==> src/rtl/a429_pkg.sv <==
// rtl/a429_pkg.sv - shared types, field positions and parity helper for the ARINC429 tx scheduler
package a429_pkg;

  typedef enum logic [1:0] {
    ST_IDLE,
    ST_WAIT_BUSY,
    ST_SEND,
    ST_GAP
  } state_t;

  localparam logic [1:0] SRC_MAN  = 2'd0;
  localparam logic [1:0] SRC_PER  = 2'd1;
  localparam logic [1:0] SRC_ECHO = 2'd2;

  localparam int LABEL_LSB = 0;
  localparam int LABEL_MSB = 7;
  localparam int DATA_LSB  = 8;
  localparam int DATA_MSB  = 30;
  localparam int PAR_BIT   = 31;

  localparam int GAP_W = 16;
  localparam int BTO_W = 16;

  // Parity bit that makes the popcount of the whole 32-bit word odd.
  function automatic logic odd_parity(input logic [30:0] body);
    return ~^body;
  endfunction

  function automatic logic [31:0] build_word(input logic [7:0] label, input logic [22:0] data);
    logic [31:0] w;
    w = '0;
    w[LABEL_MSB:LABEL_LSB] = label;
    w[DATA_MSB:DATA_LSB] = data;
    w[PAR_BIT] = odd_parity(w[30:0]);
    return w;
  endfunction

endpackage

==> src/rtl/a429_tx_sched_if.sv <==
// rtl/a429_tx_sched_if.sv - source request and serializer handshake bundle
interface a429_tx_sched_if;
  logic [2:0]  req;
  logic [7:0]  label0;
  logic [7:0]  label1;
  logic [7:0]  label2;
  logic [22:0] data0;
  logic [22:0] data1;
  logic [22:0] data2;
  logic [2:0]  gnt;
  logic [31:0] tx_word;
  logic        tx_start;
  logic        tx_rate;
  logic        tx_busy;

  modport master (
    output req, label0, label1, label2, data0, data1, data2, tx_busy,
    input  gnt, tx_word, tx_start, tx_rate
  );

  modport slave (
    input  req, label0, label1, label2, data0, data1, data2, tx_busy,
    output gnt, tx_word, tx_start, tx_rate
  );
endinterface

==> src/rtl/a429_rr_arb.sv <==
// rtl/a429_rr_arb.sv - combinational 3-way round-robin arbiter starting at pointer rr
module a429_rr_arb
  import a429_pkg::*;
(
  input  logic [2:0] req,
  input  logic [1:0] rr,
  output logic [2:0] gnt,
  output logic [1:0] idx,
  output logic       any
);

  always_comb begin
    logic       found;
    logic [2:0] sum;
    logic [1:0] cand;
    gnt   = '0;
    idx   = SRC_MAN;
    found = 1'b0;
    sum   = '0;
    cand  = '0;
    for (int k = 0; k < 3; k++) begin
      sum  = {1'b0, rr} + 3'(k);
      cand = (sum >= 3'd3) ? 2'(sum - 3'd3) : sum[1:0];
      if (!found && req[cand]) begin
        found     = 1'b1;
        gnt[cand] = 1'b1;
        idx       = cand;
      end
    end
    any = |req;
  end

endmodule

==> src/rtl/a429_tx_sched.sv <==
// rtl/a429_tx_sched.sv - arbitrates three word sources onto the ARINC429 serializer with busy tracking and inter-word gap
module a429_tx_sched
  import a429_pkg::*;
#(
  parameter int GAP_HI  = 2000,
  parameter int GAP_LO  = 16000,
  parameter int BUSY_TO = 8
) (
  input  logic                 clk,
  input  logic                 rst_n,
  input  logic                 en,
  input  logic                 rate_sel,
  a429_tx_sched_if.slave       bus,
  output logic                 to_err,
  output logic [15:0]          word_cnt
);

  state_t             state;
  state_t             state_nxt;
  logic [1:0]         rr;
  logic [GAP_W-1:0]   gap_cnt;
  logic [BTO_W-1:0]   bto_cnt;

  logic [2:0]         arb_gnt;
  logic [1:0]         arb_idx;
  logic               arb_any;
  logic [7:0]         sel_label;
  logic [22:0]        sel_data;
  logic               grant;
  logic               busy_timeout;
  logic               send_done;
  logic [GAP_W-1:0]   gap_load;

  a429_rr_arb u_arb (
    .req (bus.req),
    .rr  (rr),
    .gnt (arb_gnt),
    .idx (arb_idx),
    .any (arb_any)
  );

  always_comb begin
    sel_label = bus.label0;
    sel_data  = bus.data0;
    case (arb_idx)
      SRC_PER: begin
        sel_label = bus.label1;
        sel_data  = bus.data1;
      end
      SRC_ECHO: begin
        sel_label = bus.label2;
        sel_data  = bus.data2;
      end
      default: ;
    endcase
  end

  assign grant        = (state == ST_IDLE) && en && arb_any;
  assign busy_timeout = (state == ST_WAIT_BUSY) && !bus.tx_busy && (bto_cnt == BTO_W'(BUSY_TO - 1));
  assign send_done    = (state == ST_SEND) && !bus.tx_busy;
  // Gap follows the rate the word was actually sent at, not the live selector.
  assign gap_load     = bus.tx_rate ? GAP_W'(GAP_HI) : GAP_W'(GAP_LO);

  always_comb begin
    state_nxt = state;
    case (state)
      ST_IDLE:      if (grant) state_nxt = ST_WAIT_BUSY;
      ST_WAIT_BUSY: begin
        if (bus.tx_busy)       state_nxt = ST_SEND;
        else if (busy_timeout) state_nxt = ST_GAP;
      end
      ST_SEND:      if (!bus.tx_busy) state_nxt = ST_GAP;
      ST_GAP:       if (gap_cnt <= GAP_W'(1)) state_nxt = ST_IDLE;
      default:      state_nxt = ST_IDLE;
    endcase
  end

  always_ff @(posedge clk or negedge rst_n) begin
    if (!rst_n) begin
      state        <= ST_IDLE;
      rr           <= SRC_MAN;
      gap_cnt      <= '0;
      bto_cnt      <= '0;
      bus.gnt      <= '0;
      bus.tx_start <= 1'b0;
      bus.tx_word  <= '0;
      bus.tx_rate  <= 1'b0;
      to_err       <= 1'b0;
      word_cnt     <= '0;
    end else begin
      state        <= state_nxt;
      bus.gnt      <= '0;
      bus.tx_start <= 1'b0;
      to_err       <= 1'b0;
      if (grant) begin
        bus.gnt      <= arb_gnt;
        bus.tx_start <= 1'b1;
        bus.tx_word  <= build_word(sel_label, sel_data);
        bus.tx_rate  <= rate_sel;
        rr           <= (arb_idx == SRC_ECHO) ? SRC_MAN : arb_idx + 2'd1;
        bto_cnt      <= '0;
      end
      if ((state == ST_WAIT_BUSY) && !bus.tx_busy && !busy_timeout) begin
        bto_cnt <= bto_cnt + BTO_W'(1);
      end
      if (busy_timeout) begin
        to_err  <= 1'b1;
        gap_cnt <= gap_load;
      end
      if (send_done) begin
        word_cnt <= word_cnt + 16'd1;
        gap_cnt  <= gap_load;
      end
      if (state == ST_GAP) begin
        gap_cnt <= gap_cnt - GAP_W'(1);
      end
    end
  end

endmodule

==> src/flat_wrapper.sv <==
// flat-port wrapper written by rule: the top's interface ports become plain ports
module a429_tx_sched_flat import a429_pkg::*;
#(
  parameter int GAP_HI  = 2000,
  parameter int GAP_LO  = 16000,
  parameter int BUSY_TO = 8
)
  (clk, rst_n, en, rate_sel, to_err, word_cnt, bus_req, bus_label0, bus_label1, bus_label2, bus_data0, bus_data1, bus_data2, bus_tx_busy, bus_gnt, bus_tx_word, bus_tx_start, bus_tx_rate);
  a429_tx_sched_if bus_i ();
  input  logic clk;
  input  logic rst_n;
  input  logic en;
  input  logic rate_sel;
  output logic to_err;
  output logic [15:0] word_cnt;
  input wire logic [$bits(bus_i.req)-1:0] bus_req;
  input wire logic [$bits(bus_i.label0)-1:0] bus_label0;
  input wire logic [$bits(bus_i.label1)-1:0] bus_label1;
  input wire logic [$bits(bus_i.label2)-1:0] bus_label2;
  input wire logic [$bits(bus_i.data0)-1:0] bus_data0;
  input wire logic [$bits(bus_i.data1)-1:0] bus_data1;
  input wire logic [$bits(bus_i.data2)-1:0] bus_data2;
  input wire logic [$bits(bus_i.tx_busy)-1:0] bus_tx_busy;
  output wire logic [$bits(bus_i.gnt)-1:0] bus_gnt;
  output wire logic [$bits(bus_i.tx_word)-1:0] bus_tx_word;
  output wire logic [$bits(bus_i.tx_start)-1:0] bus_tx_start;
  output wire logic [$bits(bus_i.tx_rate)-1:0] bus_tx_rate;
  assign bus_i.req = bus_req;
  assign bus_i.label0 = bus_label0;
  assign bus_i.label1 = bus_label1;
  assign bus_i.label2 = bus_label2;
  assign bus_i.data0 = bus_data0;
  assign bus_i.data1 = bus_data1;
  assign bus_i.data2 = bus_data2;
  assign bus_i.tx_busy = bus_tx_busy;
  assign bus_gnt = bus_i.gnt;
  assign bus_tx_word = bus_i.tx_word;
  assign bus_tx_start = bus_i.tx_start;
  assign bus_tx_rate = bus_i.tx_rate;
  a429_tx_sched #(.GAP_HI(GAP_HI), .GAP_LO(GAP_LO), .BUSY_TO(BUSY_TO)) u_core (.clk(clk), .rst_n(rst_n), .en(en), .rate_sel(rate_sel), .bus(bus_i), .to_err(to_err), .word_cnt(word_cnt));
endmodule
==> config.mk <==
export PLATFORM = sky130hd
export DESIGN_NAME = a429_tx_sched_flat
export DESIGN_NICKNAME = d
export VERILOG_FILES = /design/src/rtl/a429_pkg.sv /design/src/rtl/a429_tx_sched_if.sv /design/src/rtl/a429_rr_arb.sv /design/src/rtl/a429_tx_sched.sv /design/src/flat_wrapper.sv
export SDC_FILE = /design/constraint.sdc
export NUM_CORES = 1
export LEC_CHECK = 0
export ABC_CLOCK_PERIOD_IN_PS = 3800
export CAP_MARGIN = 20
export CELL_PAD_IN_SITES_DETAIL_PLACEMENT = 0
export CELL_PAD_IN_SITES_GLOBAL_PLACEMENT = 1
export CORE_UTILIZATION = 33
export CTS_CLUSTER_SIZE = 20
export DETAILED_ROUTE_END_ITERATION = 8
export PLACE_DENSITY = 0.88
export REMOVE_ABC_BUFFERS = 1
export SYNTH_ARGS = -nofsm -noshare
export SYNTH_HDL_FRONTEND = slang
export SYNTH_SLANG_ARGS = --single-unit
==> constraint.sdc <==
create_clock -name clk -period 3.8 [get_ports clk]
set_input_delay 0.57 -clock clk [delete_from_list [all_inputs] [get_ports clk]]
set_output_delay 0.57 -clock clk [all_outputs]
set_load 0.005 [all_outputs]
==> metrics.md, run 1 <==
| Metric | Value |
|---|---|
| Max_cap viols | `0` |
| Worst Hold Class | `in -> async` |
| Via density | `5.02` |
| HPWL after DPL | `10400 um` |
| P_leak | `3.32 nW` |
| Register area | `0.00225 mm^2` |
| Critical path class | `reg -> reg` |
| DR WL/cell | `15.1 um` |
| Remaining DRCs | `0` |
| Clock latency on the worst-skew pair | `0.35 ns` |
| P_int | `6.17 mW` |
| Mux cell area share after synthesis | `0.0719` |
| Clock sink total | `90` |
| Via Count | `4733` |
| Worst slew pin tran | `0.726 ns` |
| Critical path cell sequence | `inv_2, ha_4, and3b_1, o21bai_4, a211oi_2, buf_4, a22oi_2, o21a_2, ha_4, buf_8, a22o_4, mux2i_4, xnor3_1, xnor3_1, xnor3_1, xnor3_1, o21ai_1` |
| Cell count after placement | `910` |
| Power share of the clock group | `0.088` |
| Die ar. | `0.0164 mm^2` |
| Status | `finished, violations left` |
| Nature of the critical path endpoint | `flip-flop` |
| Avg Cell Area, Syn | `9.83 um^2` |
| Post-synth EDFFs | `0` |
| Routed Antenna Nets | `0` |
| Seq cells post-synth | `90` |
| Vias in the first global route | `4524` |
| DRT Pass-1 Iters | `4` |
| CTS Root Cell | `clkbuf_16` |
| Layout cells sized above 1 | `0.190` |
| Largest family of logic cells by synthesized area | `compound AO/OA/AOI/OAI gates` |
| Register area share after synthesis | `0.430` |
| Largest net degree at the start of global routing | `67` |
| Worst-path clk slew | `0.07 ns` |
| Chip Width | `128 um` |
| Area occupied by multi-input gates | `0.00302 mm^2` |
| Mapped Area | `0.00524 mm^2` |
| Synth Area in Simple Gates | `0.136` |
| Number of library cell types mapped by synthesis | `49` |
| Initial antenna violation count | `0` |
| Starting Density | `0.341` |
| CTS tree | `built` |
| Sw Ratio | `0.369` |
| Endpoints failing hold | `0` |
| FP Rows | `45` |
| Post-synth top cells | `dfrtp_1 (90), nand2_1 (71), o21ai_0 (60), xnor2_1 (33), nor2_1 (29)` |
| P_sw | `3.61 mW` |
| Num CTS Buffers | `9` |
| First-pass GRT wire length | `22000 um` |
| Post-route met1 wirelength | `6100 um` |
| Most used DFF post-synth | `dfrtp_1` |
| Comb pwr share | `0.757` |
| Violated checks | `setup timing` |
| Detail Route met3 WL | `709 um` |
| Post-route cell area | `0.00796 mm^2` |
| Worst VDD drop | `0.000947 V` |
| Final period utilization | `1.01` |
| Final net count | `844` |
| Seq pwr share | `0.154` |
| Synth area leaders | `dfrtp_1 (43%), o21ai_0 (5.7%), xnor2_1 (5.5%), mux2i_1 (5.2%), nand2_1 (5.1%)` |
| Ant diodes | `0` |
| Leading area contributor after synthesis | `dfrtp_1` |
| Routed WL | `14200 um` |
| Min cycle time layout | `3.85 ns` |
| H-tree lvl count | `3` |
| Setup violators final | `1` |
| Fmax | `0.260 GHz` |
| WP data required | `4.01 ns` |
| Most frequent CP cell | `xnor3_1` |
| Worst slew margin | `0.516` |
| RD Place Congestion | `0.870` |
| Highest Signal Layer | `met4` |
| Adder and majority gate portion of the synthesized area | `0.0406` |
| Startpoint Class | `flip-flop` |
| Slowest stage cell, crit path | `dfrtp_1` |
| Unrepaired setup endpoints after global routing | `yes` |
| Compound-cell area share of the yosys netlist | `0.196` |
| XOR/XNOR share of the synthesized area | `0.0855` |
| Post-Synthesis Cells | `533` |
| GR Util All Layers | `0.169` |
| Filler instances | `1335` |
| Synth warnings | `0` |
| Fin cells | `942` |
| Final setup margin | `-0.0452 ns` |
| # IOs | `155` |
| Area Growth Syn to Fin | `51.9%` |
| Top cell type's share of synthesized area | `0.430` |
| Worst stage delay on the critical path | `0.45 ns` |
| Clock skew | `0.00901 ns` |
| Post-DP Area | `0.00724 mm^2` |
| Power per cell area | `1230 mW/mm^2` |
| Min Hold Slack | `0.194 ns` |
| Port Buffers | `154` |
| Metal2 WL | `7180 um` |
| Drt first-iter violations | `296` |
| GRT overflow | `0` |
| Post-synthesis async set-or-reset flop share | `1.00` |
| Die Y | `128 um` |
| Core footprint | `0.0154 mm^2` |
| Worst-path maximum fanout | `4` |
| Max Slew Vio Count | `0` |
| Arr. time, crit path | `4.05 ns` |
| Count leader, synth | `dfrtp_1` |
| CTS Buffer Depth | `2` |
## critical path: cells and delay by family (launching register included)
kind	cells	cell delay, ns
multiplexers	1	0.17
buffers and inverters	3	0.39
flip-flops	1	0.45
adder cells (fa/ha/maj)	2	0.37
AND/OR/NAND/NOR	1	0.20
XOR/XNOR	4	1.18
AO/OA/AOI/OAI	6	0.93
## placed cells by master (no fill, tap or decap), types with 5 or more instances in the layout
cell and count:
xnor2_1 33, a21oi_1 12, clkbuf_16 11, a31oi_1 9
and3_1 8, buf_12 6, nand3_1 13, nand4_1 7
ha_4 7, inv_1 8, nor4_1 5, nand2_1 70
o21ai_0 57, ha_1 10, nor3_1 7, clkdlybuf4s50_1 152
dfrtp_1 89, a22o_2 17, mux2i_1 11, o22a_1 5
a22o_1 14, buf_4 46, xor2_1 6, nor2_1 28
mux2i_2 16, o31ai_1 10
## power by group through the flow
| stage | sequential, mW | clock (mW) | combinational [mW] |
|---|---|---|---|
| 2_1_floorplan | 1.47 | 0 | 4.39 |
| 3_3_place_gp | 1.50 | 0 | 6.37 |
| 3_5_place_dp | 1.51 | 0 | 6.41 |
| 4_1_cts | 1.50 | 0.886 | 6.52 |
| 5_1_grt | 1.55 | 0.922 | 7.86 |
| 6_report | 1.51 | 0.863 | 7.41 |
## registers in the layout (all words and copies together) (netlist names), 2 cells and up
name and flops:
u_core.bus.tx_word 32, u_core.word_cnt 16, u_core.rr 2, u_core.gap_cnt 16
u_core.bto_cnt 16, u_core.bus.gnt 3, u_core.state 2
## path summary, 6_finish.rpt
| kind | start | end | slack, ns | cells past startpoint |
|---|---|---|---|---|
| max | u_core.rr[0] | u_core.bus.tx_word[31] | -0.05 | 17 |
| min | rst_n | u_core.word_cnt[14] | 0.19 | 1 |
| max reg2reg | u_core.rr[0] | u_core.bus.tx_word[31] | -0.05 | 17 |
| min reg2reg | u_core.word_cnt[15] | u_core.word_cnt[15] | 0.47 | 1 |
| max in group asynchronous | rst_n | u_core.bus.gnt[1] | 2.84 | 2 |
| min in group clk | u_core.word_cnt[15] | u_core.word_cnt[15] | 0.47 | 1 |
## stage by stage
| step | setup WS [ns] | util | total power, mW | setup TNS [ns] |
|---|---|---|---|---|
| 6_report | -0.0452 | 0.518 | 9.78 | -0.0452 |
| 5_1_grt | -0.219 | 0.518 | 10.3 | -0.219 |
| 4_1_cts | 0.00454 | 0.492 | 8.90 | 0 |
| 3_5_place_dp | -0.484 | 0.471 | 7.92 | -0.484 |
| 3_3_place_gp | -0.310 | 0.471 | 7.86 | -0.310 |
| 2_1_floorplan | -1.78 | - | 5.86 | -53.15 |
## layout make-up
cell class / instances / area share
clock inverter: 7 / 0.00770
multi-input combinational: 404 / 0.380
sequential: 90 / 0.283
clock buffer: 9 / 0.0283
inverter: 11 / 0.00550
tap: 211 / 0.0332
timing repair buffer: 210 / 0.263
## routing by layer
| layer | track usage | vias to the layer above |
|---|---|---|
| li1 | - | 2303 |
| met1 | 0.210 | 2258 |
| met2 | 0.294 | 157 |
| met3 | 0.0305 | 15 |
| met4 | 0.0609 | 0 |
| met5 | 0 | - |
## kinds of logic (layout without fill, tap and decap cells)
kind of cell	after synthesis	after routing
simple gates	156	156
compound gates	153	153
flops	90	90
xor+xnor	44	44
buf+inv	39	237
mux	34	34
fa+ha+maj	17	17
## repair_timing
| action | in CTS | in global routing |
|---|---|---|
| setup endpoints to repair | 1 | 1 |
| hold buffers | 0 | 0 |
| setup buffers | 0 | 14 |
| pin swaps | 0 | 14 |
| gates resized for setup | 8 | 51 |
| cloned | 0 | 2 |
(Power assumes the default switching activity.)
==> inputs of run 2 (changes only) <==
Settings changed: CORE_ASPECT_RATIO set to 0.7, CTS_CLUSTER_DIAMETER set to 200, TNS_END_PERCENT set to 1.
==> metrics.md, run 2 (synthesized netlist as in run 1, its figures left out) <==
| Metric | Value |
|---|---|
| Hold Buf Count CTS | `0` |
| Fmax | `0.256 GHz` |
| Largest register FFs | `32` |
| Power Total | `9.67 mW` |
| First-pass GRT wire length | `23500 um` |
| Max Slew Vio Count | `0` |
| Ant diodes | `0` |
| P_int | `6.10 mW` |
| Sw Ratio | `0.369` |
| Area Growth Syn to Fin | `48.7%` |
| Clock sink total | `90` |
| P_leak | `3.28 nW` |
| Worst slew margin | `0.371` |
| Final setup margin | `-0.103 ns` |
| Clock latency on the worst-skew pair | `0.34 ns` |
| Commonest non-fill, non-tap cell in the layout | `clkdlybuf4s50_1` |
| Most frequent CP cell | `buf_4` |
| Num CTS Buffers | `9` |
| Layout cells sized above 1 | `0.165` |
| CTS Buffer Depth | `2` |
| Final net count | `839` |
| Worst stage delay on the critical path | `0.58 ns` |
| Chip Width | `153 um` |
| Clock skew | `0.0105 ns` |
| Core footprint | `0.0155 mm^2` |
| Seq pwr share | `0.154` |
| Startpoint Class | `input port` |
| Slowest stage cell, crit path | `clkdlybuf4s50_1` |
| Power share of the clock group | `0.094` |
| Nature of the critical path endpoint | `flip-flop` |
| Min cycle time layout | `3.90 ns` |
| Worst VDD drop | `0.00113 V` |
| Largest net degree at the start of global routing | `74` |
| Routed Antenna Nets | `0` |
| Largest Register | `u_core.bus.tx_word` |
| Most frequent cells in the layout | `clkdlybuf4s50_1 (152), dfrtp_1 (90), nand2_1 (71), o21ai_0 (59), buf_4 (46)` |
| GRT overflow | `0` |
| Via density | `5.12` |
| H-tree lvl count | `3` |
| Delay-heaviest family, CP | `buffers and inverters` |
| # IOs | `155` |
| CTS tree | `built` |
| Die Y | `107 um` |
| Filler instances | `1394` |
| Vias in the first global route | `4727` |
| Critical path cell sequence | `clkdlybuf4s50_1, o21ai_0, nor3_1, a41oi_1, nor2_2, a22oi_2, o21a_1, buf_4, ha_4, buf_12, buf_4, buf_4, mux2i_2, xnor2_1, xnor2_1, xnor2_2, xnor3_1, o21ai_1` |
| Drt first-iter violations | `248` |
| Power per cell area | `1240 mW/mm^2` |
| DR WL/cell | `15.7 um` |
| CTS Root Cell | `clkbuf_16` |
| Post-route cell area | `0.00779 mm^2` |
| FP Rows | `38` |
| Critical path class | `in -> reg` |
| Status | `finished, violations left` |
| Port Buffers | `154` |
| Arr. time, crit path | `4.17 ns` |
| Register area | `0.00225 mm^2` |
| Unrepaired setup endpoints after global routing | `yes` |
| Max_cap viols | `0` |
| Setup_tns | `-0.103 ns` |
| Worst-path clk slew | `0.07 ns` |
| CP bufs+invs | `5` |
| Comb pwr share | `0.752` |
| Post-DP Area | `0.00718 mm^2` |
| Remaining DRCs | `3` |
| Routed WL | `14500 um` |
| DRT Pass-1 Iters | `9` |
| Area occupied by multi-input gates | `0.00293 mm^2` |
| Initial antenna violation count | `0` |
| Setup violators final | `1` |
| RD Place Congestion | `0.877` |
| P_sw | `3.57 mW` |
| WP data required | `4.07 ns` |
| Violated checks | `DRC, setup timing` |
| Worst Hold Class | `in -> async` |
| Die ar. | `0.0164 mm^2` |
| Final period utilization | `1.03` |
| HPWL after DPL | `10400 um` |
| Via Count | `4739` |
| GR Util All Layers | `0.181` |
| Worst-path maximum fanout | `6` |
| Endpoints failing hold | `0` |
| Starting Density | `0.338` |
| Worst slew pin tran | `0.943 ns` |
run 2: changes by cell type in the layout (fill, tap and decap cells not counted), moves of 2 or more:
cell | previous run | this run
mux2i_1 | 11 | 17
mux2i_2 | 16 | 11
ha_2 | 0 | 4
ha_4 | 7 | 3
buf_12 | 6 | 3
buf_8 | 2 | 0
bufbuf_16 | 0 | 2
clkbuf_1 | 0 | 2
clkbuf_16 | 11 | 9
clkinv_4 | 2 | 0
o21ai_0 | 57 | 59
run 2: path summary, 6_finish.rpt:
check / startpoint / end / slack (ns) / depth (start not counted)
max: bus_req[1] / u_core.bus.tx_word[31] / -0.10 / 18
max reg2reg: u_core.rr[1] / u_core.bus.tx_word[31] / -0.09 / 20
min in group clk: u_core.word_cnt[15] / u_core.word_cnt[15] / 0.47 / 1
min reg2reg: u_core.word_cnt[15] / u_core.word_cnt[15] / 0.47 / 1
max in group asynchronous: rst_n / u_core.bto_cnt[2] / 2.59 / 2
min: rst_n / u_core.word_cnt[8] / 0.37 / 1
run 2: layout make-up:
type	instances	share of cell area
multi-input combinational	404	0.376
sequential	90	0.289
timing repair buffer	205	0.260
tap	200	0.0321
clock buffer	11	0.0299
clock inverter	5	0.00803
inverter	11	0.00530
run 2: metal layers:
metal	wire, um	share of wire	vias up	GRT usage
li1	-	-	2297	-
met1	6360	0.44	2260	0.223
met2	7080	0.49	162	0.311
met3	847	0.058	20	0.0471
met4	218	0.015	0	0.0570
met5	0	0	-	0
run 2: power by group through the flow:
stage / Sequential (mW) / Clock (mW) / Combinational, mW
after floorplan: 1.47 / 0 / 4.39
after global placement: 1.49 / 0 / 6.30
after detailed placement: 1.50 / 0 / 6.40
after CTS: 1.49 / 0.933 / 7.20
after global routing: 1.53 / 0.970 / 7.78
final: 1.49 / 0.909 / 7.28
run 2: stage by stage:
stage	util	hold slack [ns]	instances	setup slack, ns
after floorplan	-	0.274	505	-1.78
after global placement	0.463	0.463	895	-0.335
after global routing	0.503	0.437	926	-0.285
after detailed placement	0.463	0.466	895	-0.485
final	0.503	0.366	926	-0.103
after CTS	0.500	0.414	924	-0.0580
run 2: timing repair:
action	4_1_cts	5_1_grt
setup buffers	10	2
pin swaps	4	4
gates cloned	3	0
gates resized for setup	27	7
endpoints found under the setup margin	1	1
==> inputs of run 3 (changes only) <==
Settings changed: CTS_BUF_LIST set to sky130_fd_sc_hd__clkbuf_2 sky130_fd_sc_hd__clkbuf_4 sky130_fd_sc_hd__clkbuf_8.
==> metrics.md, run 3 (synthesized netlist as in run 1, its figures left out) <==
| Metric | Value |
|---|---|
| RD Place Congestion | `0.877` |
| Min cycle time layout | `3.94 ns` |
| Largest register FFs | `32` |
| Startpoint Class | `flip-flop` |
| Clock skew | `0.0179 ns` |
| Levels on crit path | `19` |
| Critical path cell sequence | `inv_2, ha_2, nand2b_1, o21ai_0, nor3_1, a41oi_1, nor2_2, buf_4, a21oi_4, and2_4, ha_4, bufbuf_16, a22o_2, mux2i_2, xnor2_1, xnor3_1, xnor3_1, xnor3_1, o21ai_1` |
| Status | `finished, violations left` |
| Final setup margin | `-0.136 ns` |
| Most frequent CP cell | `xnor3_1` |
| Min Hold Slack | `0.332 ns` |
| WP data required | `4.11 ns` |
| Ant diodes | `0` |
| Initial antenna violation count | `0` |
| Die ar. | `0.0164 mm^2` |
| Most frequent cells in the layout | `clkdlybuf4s50_1 (153), dfrtp_1 (90), nand2_1 (71), o21ai_0 (59), buf_4 (45)` |
| CTS Root Cell | `clkbuf_8` |
| Largest net degree at the start of global routing | `74` |
| DP Worst Slack | `-0.485 ns` |
| Clock sink total | `90` |
| Die Y | `107 um` |
| Worst-path maximum fanout | `15` |
| First-pass GRT wire length | `23600 um` |
| Final Util | `0.501` |
| Worst Hold Class | `in -> async` |
| Slack of the worst reg-to-reg path | `-0.14 ns` |
| Sw Ratio | `0.377` |
| P_sw | `3.63 mW` |
| Fmax | `0.254 GHz` |
| Metal2 WL | `7140 um` |
| GR Util All Layers | `0.182` |
| Delay-heaviest family, CP | `XOR/XNOR gates` |
| Routed WL | `14700 um` |
| Post-route met1 wirelength | `6480 um` |
| Routed Antenna Nets | `0` |
| FP Rows | `38` |
| Area occupied by multi-input gates | `0.00298 mm^2` |
| Reg2reg start | `u_core.rr[1]` |
| Power per cell area | `1240 mW/mm^2` |
| Fin cells | `926` |
| Filler instances | `1393` |
| Clock latency on the worst-skew pair | `0.38 ns` |
| # IOs | `155` |
| Detail Route met3 WL | `870 um` |
| Setup_tns | `-0.136 ns` |
| Worst stage delay on the critical path | `0.43 ns` |
| DRT Pass-1 Iters | `9` |
| Seq pwr share | `0.155` |
| Drt first-iter violations | `238` |
| GRT overflow | `0` |
| Power share of the clock group | `0.072` |
| Num CTS Buffers | `9` |
| Cell count after placement | `895` |
| Endpoints failing hold | `0` |
| Worst slew margin | `0.365` |
| Violated checks | `DRC, setup timing` |
| Layout cells sized above 1 | `0.174` |
| Max_cap viols | `0` |
| Worst Reg-to-Reg Cells | `19` |
| Port Buffers | `154` |
| Worst-path clk slew | `0.11 ns` |
| Slowest stage cell, crit path | `xnor3_1` |
| Register area | `0.00225 mm^2` |
| CTS Buffer Depth | `2` |
| Arr. time, crit path | `4.25 ns` |
| Via Count | `4751` |
| CP bufs+invs | `3` |
| Worst reg2reg endpoint | `u_core.bus.tx_word[31]` |
| Area Growth Syn to Fin | `48.0%` |
| Largest Register | `u_core.bus.tx_word` |
| Nature of the critical path endpoint | `flip-flop` |
| Core footprint | `0.0155 mm^2` |
| H-tree lvl count | `3` |
| Via density | `5.13` |
| Chip Width | `153 um` |
| Setup violators final | `1` |
| HPWL after DPL | `10400 um` |
| Highest Signal Layer | `met4` |
| P_int | `5.99 mW` |
| DR WL/cell | `15.9 um` |
| Worst slew pin tran | `0.953 ns` |
| Vias in the first global route | `4750` |
| Critical path class | `reg -> reg` |
| Worst VDD drop | `0.00112 V` |
| P_leak | `3.24 nW` |
| Max Slew Vio Count | `0` |
| Final period utilization | `1.04` |
| Comb pwr share | `0.773` |
| Remaining DRCs | `3` |
| Commonest non-fill, non-tap cell in the layout | `clkdlybuf4s50_1` |
| Unrepaired setup endpoints after global routing | `yes` |
| CTS tree | `built` |
| Starting Density | `0.338` |
| Final net count | `839` |
[run 3: worst max path at each step]
stage / start / endpoint / slack [ns]
final: u_core.rr[1] / u_core.bus.tx_word[31] / -0.14
after CTS: u_core.rr[1] / u_core.bus.tx_word[31] / -0.06
after global placement: bus_req[2] / u_core.bus.tx_word[31] / -0.33
after floorplan: bus_req[0] / u_core.bus.tx_word[29] / -1.78
after global routing: u_core.rr[1] / u_core.bus.tx_word[31] / -0.31
after detailed placement: bus_req[1] / u_core.bus.tx_word[31] / -0.49
[run 3: timing repair]
action / CTS / global route
buffers inserted: 10 / 2
pin swaps: 4 / 8
resized for setup: 26 / 17
hold buffers: 0 / 0
setup endpoints to repair: 1 / 1
cloned: 3 / 0
[run 3: power groups by stage]
stage / Combinational (mW) / Clock (mW) / Sequential, mW
5_1_grt: 7.94 / 0.745 / 1.53
6_report: 7.43 / 0.694 / 1.49
4_1_cts: 7.21 / 0.717 / 1.49
3_5_place_dp: 6.40 / 0 / 1.50
3_3_place_gp: 6.30 / 0 / 1.49
2_1_floorplan: 4.39 / 0 / 1.47
[run 3: layout make-up]
cell class / instances / share of cell area
Multi-Input combinational cell: 404 / 0.384
Tap cell: 200 / 0.0323
Sequential cell: 90 / 0.290
Inverter: 11 / 0.00532
Timing Repair Buffer: 205 / 0.262
Clock inverter: 5 / 0.00806
Clock buffer: 11 / 0.0179
[run 3: per-layer routing]
| metal | GRT usage | up-vias |
|---|---|---|
| met4 | 0.0570 | 0 |
| met5 | 0 | - |
| li1 | - | 2298 |
| met2 | 0.313 | 165 |
| met1 | 0.224 | 2266 |
| met3 | 0.0471 | 22 |
[run 3: metrics by stage]
stage	power, mW	instance area (um^2)
floorplan	5.86	5070
global placement	7.80	7180
CTS	9.41	7660
finish	9.62	7760
detailed placement	7.90	7180
global route	10.2	7760
==> edit 1: new RTL, config.mk and constraints of run 1 <==
Encoding of `state_t`: now one-hot (4 bits for 4 states).
--- a/src/rtl/a429_pkg.sv
+++ b/src/rtl/a429_pkg.sv
@@ -1,11 +1,11 @@
 // rtl/a429_pkg.sv - shared types, field positions and parity helper for the ARINC429 tx scheduler
 package a429_pkg;
 
-  typedef enum logic [1:0] {
-    ST_IDLE,
-    ST_WAIT_BUSY,
-    ST_SEND,
-    ST_GAP
+  typedef enum logic [3:0] {
+    ST_IDLE      = 4'b0001,
+    ST_WAIT_BUSY = 4'b0010,
+    ST_SEND      = 4'b0100,
+    ST_GAP       = 4'b1000
   } state_t;
 
   localparam logic [1:0] SRC_MAN  = 2'd0;
Function: same outputs for any inputs over 10 cycles, from zero or initial values and one cycle with rst_n low; not proved beyond that.
==> edit 1 against run 1 <==
  * Sequential cell count rose by 2
  * Area after synthesis is 1.3% lower
  * Largest cell class unchanged
  * First-iteration DRC count is 37% lower
  * Cell count shrank 3.0%
  * Sequential share of layout area increased by 1.7 points
  * Setup slack improved by 160 ps
  * Cell area shrank 3.5%
  * Sequential power is 3% lower
  * Total power is 14% lower
  * Clock skew is 1.1 ps lower
  * Routed wire length is 4.7% lower
==> edit 1: results (changes against run 1) <==
* Vias in the first global route at 4536 (was 4524)
* Total clock network power at 984 uW (was 863 uW)
* # nets final at 811 (was 844)
* Worst Path Arrival at 3960 ps (was 4050 ps)
* Non-clock buffer share at 24.8% (was 26.3%)
* Met1 GRT Util at 20.7% (was 21.0%)
* Synth top cells by count: dfrtp_1 (91), nand2_1 (75), o21ai_0 (51) (was dfrtp_1 (90), nand2_1 (71), o21ai_0 (60))
* Fraction of met3 tracks used by global routing at 4.10% (was 3.05%)
* Crit-path max FO at 29 (was 4)
* Largest delay contributor family on the critical path: compound AO/OA/AOI/OAI gates (was XOR/XNOR gates)
* Post-DP HPWL at 9800 um (was 10400 um)
* #FFs+latches synth at 92 (was 90)
* DR vias at 4564 (was 4733)
* Status: finished clean (was finished with violations)
* Slew headroom at 55.9% (was 51.6%)
* Fin area at 7680 um2 (was 7960 um2)
* WL/cell at 14.8 um (was 15.1 um)
* Worst clock skew at 7.94 ps (was 9.01 ps)
* Clk tree area frac at 4.18% (was 3.60%)
* Adder-Cell Fraction of Synth Area at 2.90% (was 4.06%)
* Plain + repair buffers at 193 (was 210)
* Filler Cell Count at 1353 (was 1335)
* WL met1 at 5820 um (was 6100 um)
* Switch Pwr at 3030 uW (was 3610 uW)
* CP Launch Point: u_core.rr[1]$_DFFE_PN0P_ (was u_core.rr[0]$_DFFE_PN0P_)
* Placed Area at 7120 um2 (was 7240 um2)
* Mean Syn Cell Area at 9.99 um2 (was 9.83 um2)
* Setup WS pre-CTS at -385 ps (was -484 ps)
* Post-Synth XOR/XNOR Area at 9.00% (was 8.55%)
* WL met3 at 711 um (was 709 um)
* TritonRoute pass-1 iters at 6 (was 4)
* Pleak at 0.00321 uW (was 0.00332 uW)
* Area occupied by registers at 2300 um2 (was 2250 um2)
* Post-CTS Resized at 26 (was 8)
* Largest net degree at the start of global routing at 49 (was 67)
* Setup bufs post-CTS at 2 (was 0)
* First-pass GRT wire length at 22000 um (about the same)
* Share of layout cells above drive strength 1 at 17.1% (was 19.0%)
* Synth Area in Compound Gates at 16.5% (was 19.6%)
* GR met2 Demand/Resource at 30.0% (was 29.4%)
* Placed cell count at 890 (was 910)
* Multi-input combinational area share at 37.2% (was 38.0%)
* Comb_multi_in at 393 (was 404)
* Seq/Total Area, Yosys at 44.5% (was 43.0%)
* Multiplexer area fraction after synthesis at 7.45% (was 7.19%)
* WL met2 at 6700 um (was 7180 um)
-- edit 1: cell count changes in the layout (fill, tap and decap cells not counted), moves of 4 or more --
| cell | change |
|---|---|
| nand3_1 | +7 |
| a31oi_1 | -7 |
| o21ai_0 | -9 |
| ha_1 | -4 |
| nand2_1 | +5 |
| or3_1 | +4 |
| buf_4 | -11 |
| o22a_1 | -5 |
-- edit 1: final timing paths --
kind | slack [ps] | to
worst max-delay path | 120 | u_core.bus.tx_word[31]$_DFFE_PN0P_
worst min-delay path | 230 | u_core.gap_cnt[9]$_DFFE_PN0P_
worst max register to register | 120 | u_core.bus.tx_word[31]$_DFFE_PN0P_
worst min register to register | 470 | u_core.word_cnt[15]$_DFFE_PN0P_
max in group asynchronous | 2800 | u_core.bus.tx_word[29]$_DFFE_PN0P_
min in group clk | 470 | u_core.word_cnt[15]$_DFFE_PN0P_
==> edit 2: new RTL, flow settings as in run 1 <==
Without the edit above. Change the package constant `BTO_W` from 16 to 12.
--- a/src/rtl/a429_pkg.sv
+++ b/src/rtl/a429_pkg.sv
@@ -19,7 +19,7 @@
   localparam int PAR_BIT   = 31;
 
   localparam int GAP_W = 16;
-  localparam int BTO_W = 16;
+  localparam int BTO_W = 12;
 
   // Parity bit that makes the popcount of the whole 32-bit word odd.
   function automatic logic odd_parity(input logic [30:0] body);
Function: no difference found for any inputs over 10 cycles, from zero or initial values and one cycle with rst_n low; that may be too few to reach the edited logic, so the function may still have changed.
==> edit 2 against run 1 <==
  * The run ends with design-rule violations, negative setup slack left
  * Largest power group unchanged
  * Cell area fell by 2.9%
  * Largest cell class unchanged
  * Highest routed layer unchanged
  * Area after synthesis fell by 4.4%
  * Setup slack got worse by 74 ps
  * Sequential cell count fell by 4
  * First-iteration DRC count fell by 20%
  * Critical path depth did not move
  * Routed wire length rose by 1.3%
  * Total power fell by 6.8%
==> edit 2: results (changes against run 1) <==
* Status: finished with violations (unchanged)
* Violated checks: design-rule violations, negative setup slack (was negative setup slack)
* Internal at 5810 uW (was 6170 uW)
* Placed Area at 6930 um2 (was 7240 um2)
* Share of layout cells above drive strength 1 at 19.9% (was 19.0%)
* Pleak at 0.00332 uW (about the same)
* Filler Cell Count at 1272 (was 1335)
* Largest net degree at the start of global routing at 71 (was 67)
* Gr usage total at 19.0% (was 16.9%)
* Seq/Total Area, Yosys at 42.9% (was 43.0%)
* Combinational share of power at 74.7% (was 75.7%)
* Hold_ws at 348 ps (was 194 ps)
* Worst vdd ir at 1.63 mV (was 0.947 mV)
* Synth top cells by count: dfrtp_1 (86), o21ai_0 (64), nand2_1 (63) (was dfrtp_1 (90), nand2_1 (71), o21ai_0 (60))
* # nets final at 827 (was 844)
* TritonRoute pass-1 iters at 9 (was 4)
* Worst Path Arrival at 4190 ps (was 4050 ps)
* Yosys cell types at 51 (was 49)
* Gpl congestion at 0.898 (was 0.870)
* Crit-path max FO at 13 (was 4)
* Clock Power Share at 9.6% (was 8.8%)
* First-pass GRT wire length at 23900 um (was 22000 um)
* Iteration-0 DRC count of the detailed router at 236 (was 296)
* Final wirelength at 14400 um (was 14200 um)
* # setup viols final at 1 (unchanged)
* Residual DRC count at 6 (was 0)
* Top cells by area, synth: dfrtp_1 (43%), o21ai_0 (6.4%), mux2i_1 (5.6%) (was dfrtp_1 (43%), o21ai_0 (5.7%), xnor2_1 (5.5%))
* Setup ws final at -119 ps (was -45.2 ps)
==> edit 2: cell count changes in the layout (fill, tap and decap cells not counted), moves of 4 or more <==
cell,delta
nand2_1,-7
xnor2_1,-7
nand3_1,+6
o21ai_0,+6
o31ai_1,-5
clkinv_2,+4
dfrtp_1,-4
nand4_1,-4
nor4_1,-4
xor2_1,+4
==> edit 2: stage by stage <==
step	setup TNS (ps)	cells	worst slack (ps)	power, uW
CTS	-91.5	895	-91.5	8990
floorplan	-57800	488	-2150	5270
global route	-308	897	-308	9680
detailed placement	-560	858	-560	7030
finish	-119	897	-119	9120
global placement	-340	858	-340	6880
==> edit 2: repair_timing <==
| action | in CTS | in global routing |
|---|---|---|
| pin swaps | 13 | 6 |
| buffers inserted | 19 | 2 |
| gates resized for setup | 50 | 11 |
| cloned | 3 | 0 |
| endpoints found under the setup margin | 1 | 1 |
| hold buffers | 0 | 0 |
==> edit 2: logic make-up after synthesis <==
kind of cell | synth area share (%)
mux | 7.71
flops | 42.9
buf+inv | 4.29
compound gates | 18.1
simple gates | 13.9
xor+xnor | 8.76
fa+ha+maj | 4.24
==> edit 2: final cells by class <==
cell class / count / area [um2] / area share (%)
multi-input cells: 387 / 2910 / 37.6
clock inverters: 5 / 50.0 / 0.647
well taps: 184 / 230 / 2.98
repair buffers: 210 / 2090 / 27.1
clock buffers: 10 / 239 / 3.09
inverters: 15 / 56.3 / 0.728
flip-flops and latches: 86 / 2150 / 27.9
==> edit 2: worst max-delay path, cell delays in order (launching register included) <==
cell and delay, ps:
dfrtp_2 440, ha_2 210, nand2b_1 170, a21oi_2 200, or2_4 180, a21oi_2 60
a22oi_2 210, o21a_2 240, inv_1 100, ha_4 190, bufbuf_16 280, a22o_2 240
mux2i_2 210, xnor2_1 180, xnor3_1 370, xnor3_1 230, xnor3_1 210, o21ai_1 130
==> edit 2: metal layers <==
layer	vias to the layer above	track usage, %	part of all wire, %
li1	2218	-	-
met1	2258	21.7	40
met2	187	35.1	52
met3	22	3.38	6.0
met4	0	7.53	1.9
met5	-	0	0
==> edit 2: how the worst max path moves through the flow <==
stage | from | end | slack (ps) | cells after the start
after detailed placement | bus_req[0] | u_core.bus.tx_word[31]$_DFFE_PN0P_ | -560 | 16
after global placement | bus_req[1] | u_core.bus.tx_word[31]$_DFFE_PN0P_ | -340 | 16
after CTS | u_core.rr[1]$_DFFE_PN0P_ | u_core.bus.tx_word[31]$_DFFE_PN0P_ | -90 | 19
after global routing | u_core.rr[1]$_DFFE_PN0P_ | u_core.bus.tx_word[31]$_DFFE_PN0P_ | -310 | 18
final | u_core.rr[0]$_DFFE_PN0P_ | u_core.bus.tx_word[31]$_DFFE_PN0P_ | -120 | 17
after floorplan | bus_req[0] | u_core.bto_cnt[6]$_DFFE_PN0P_ | -2150 | 5
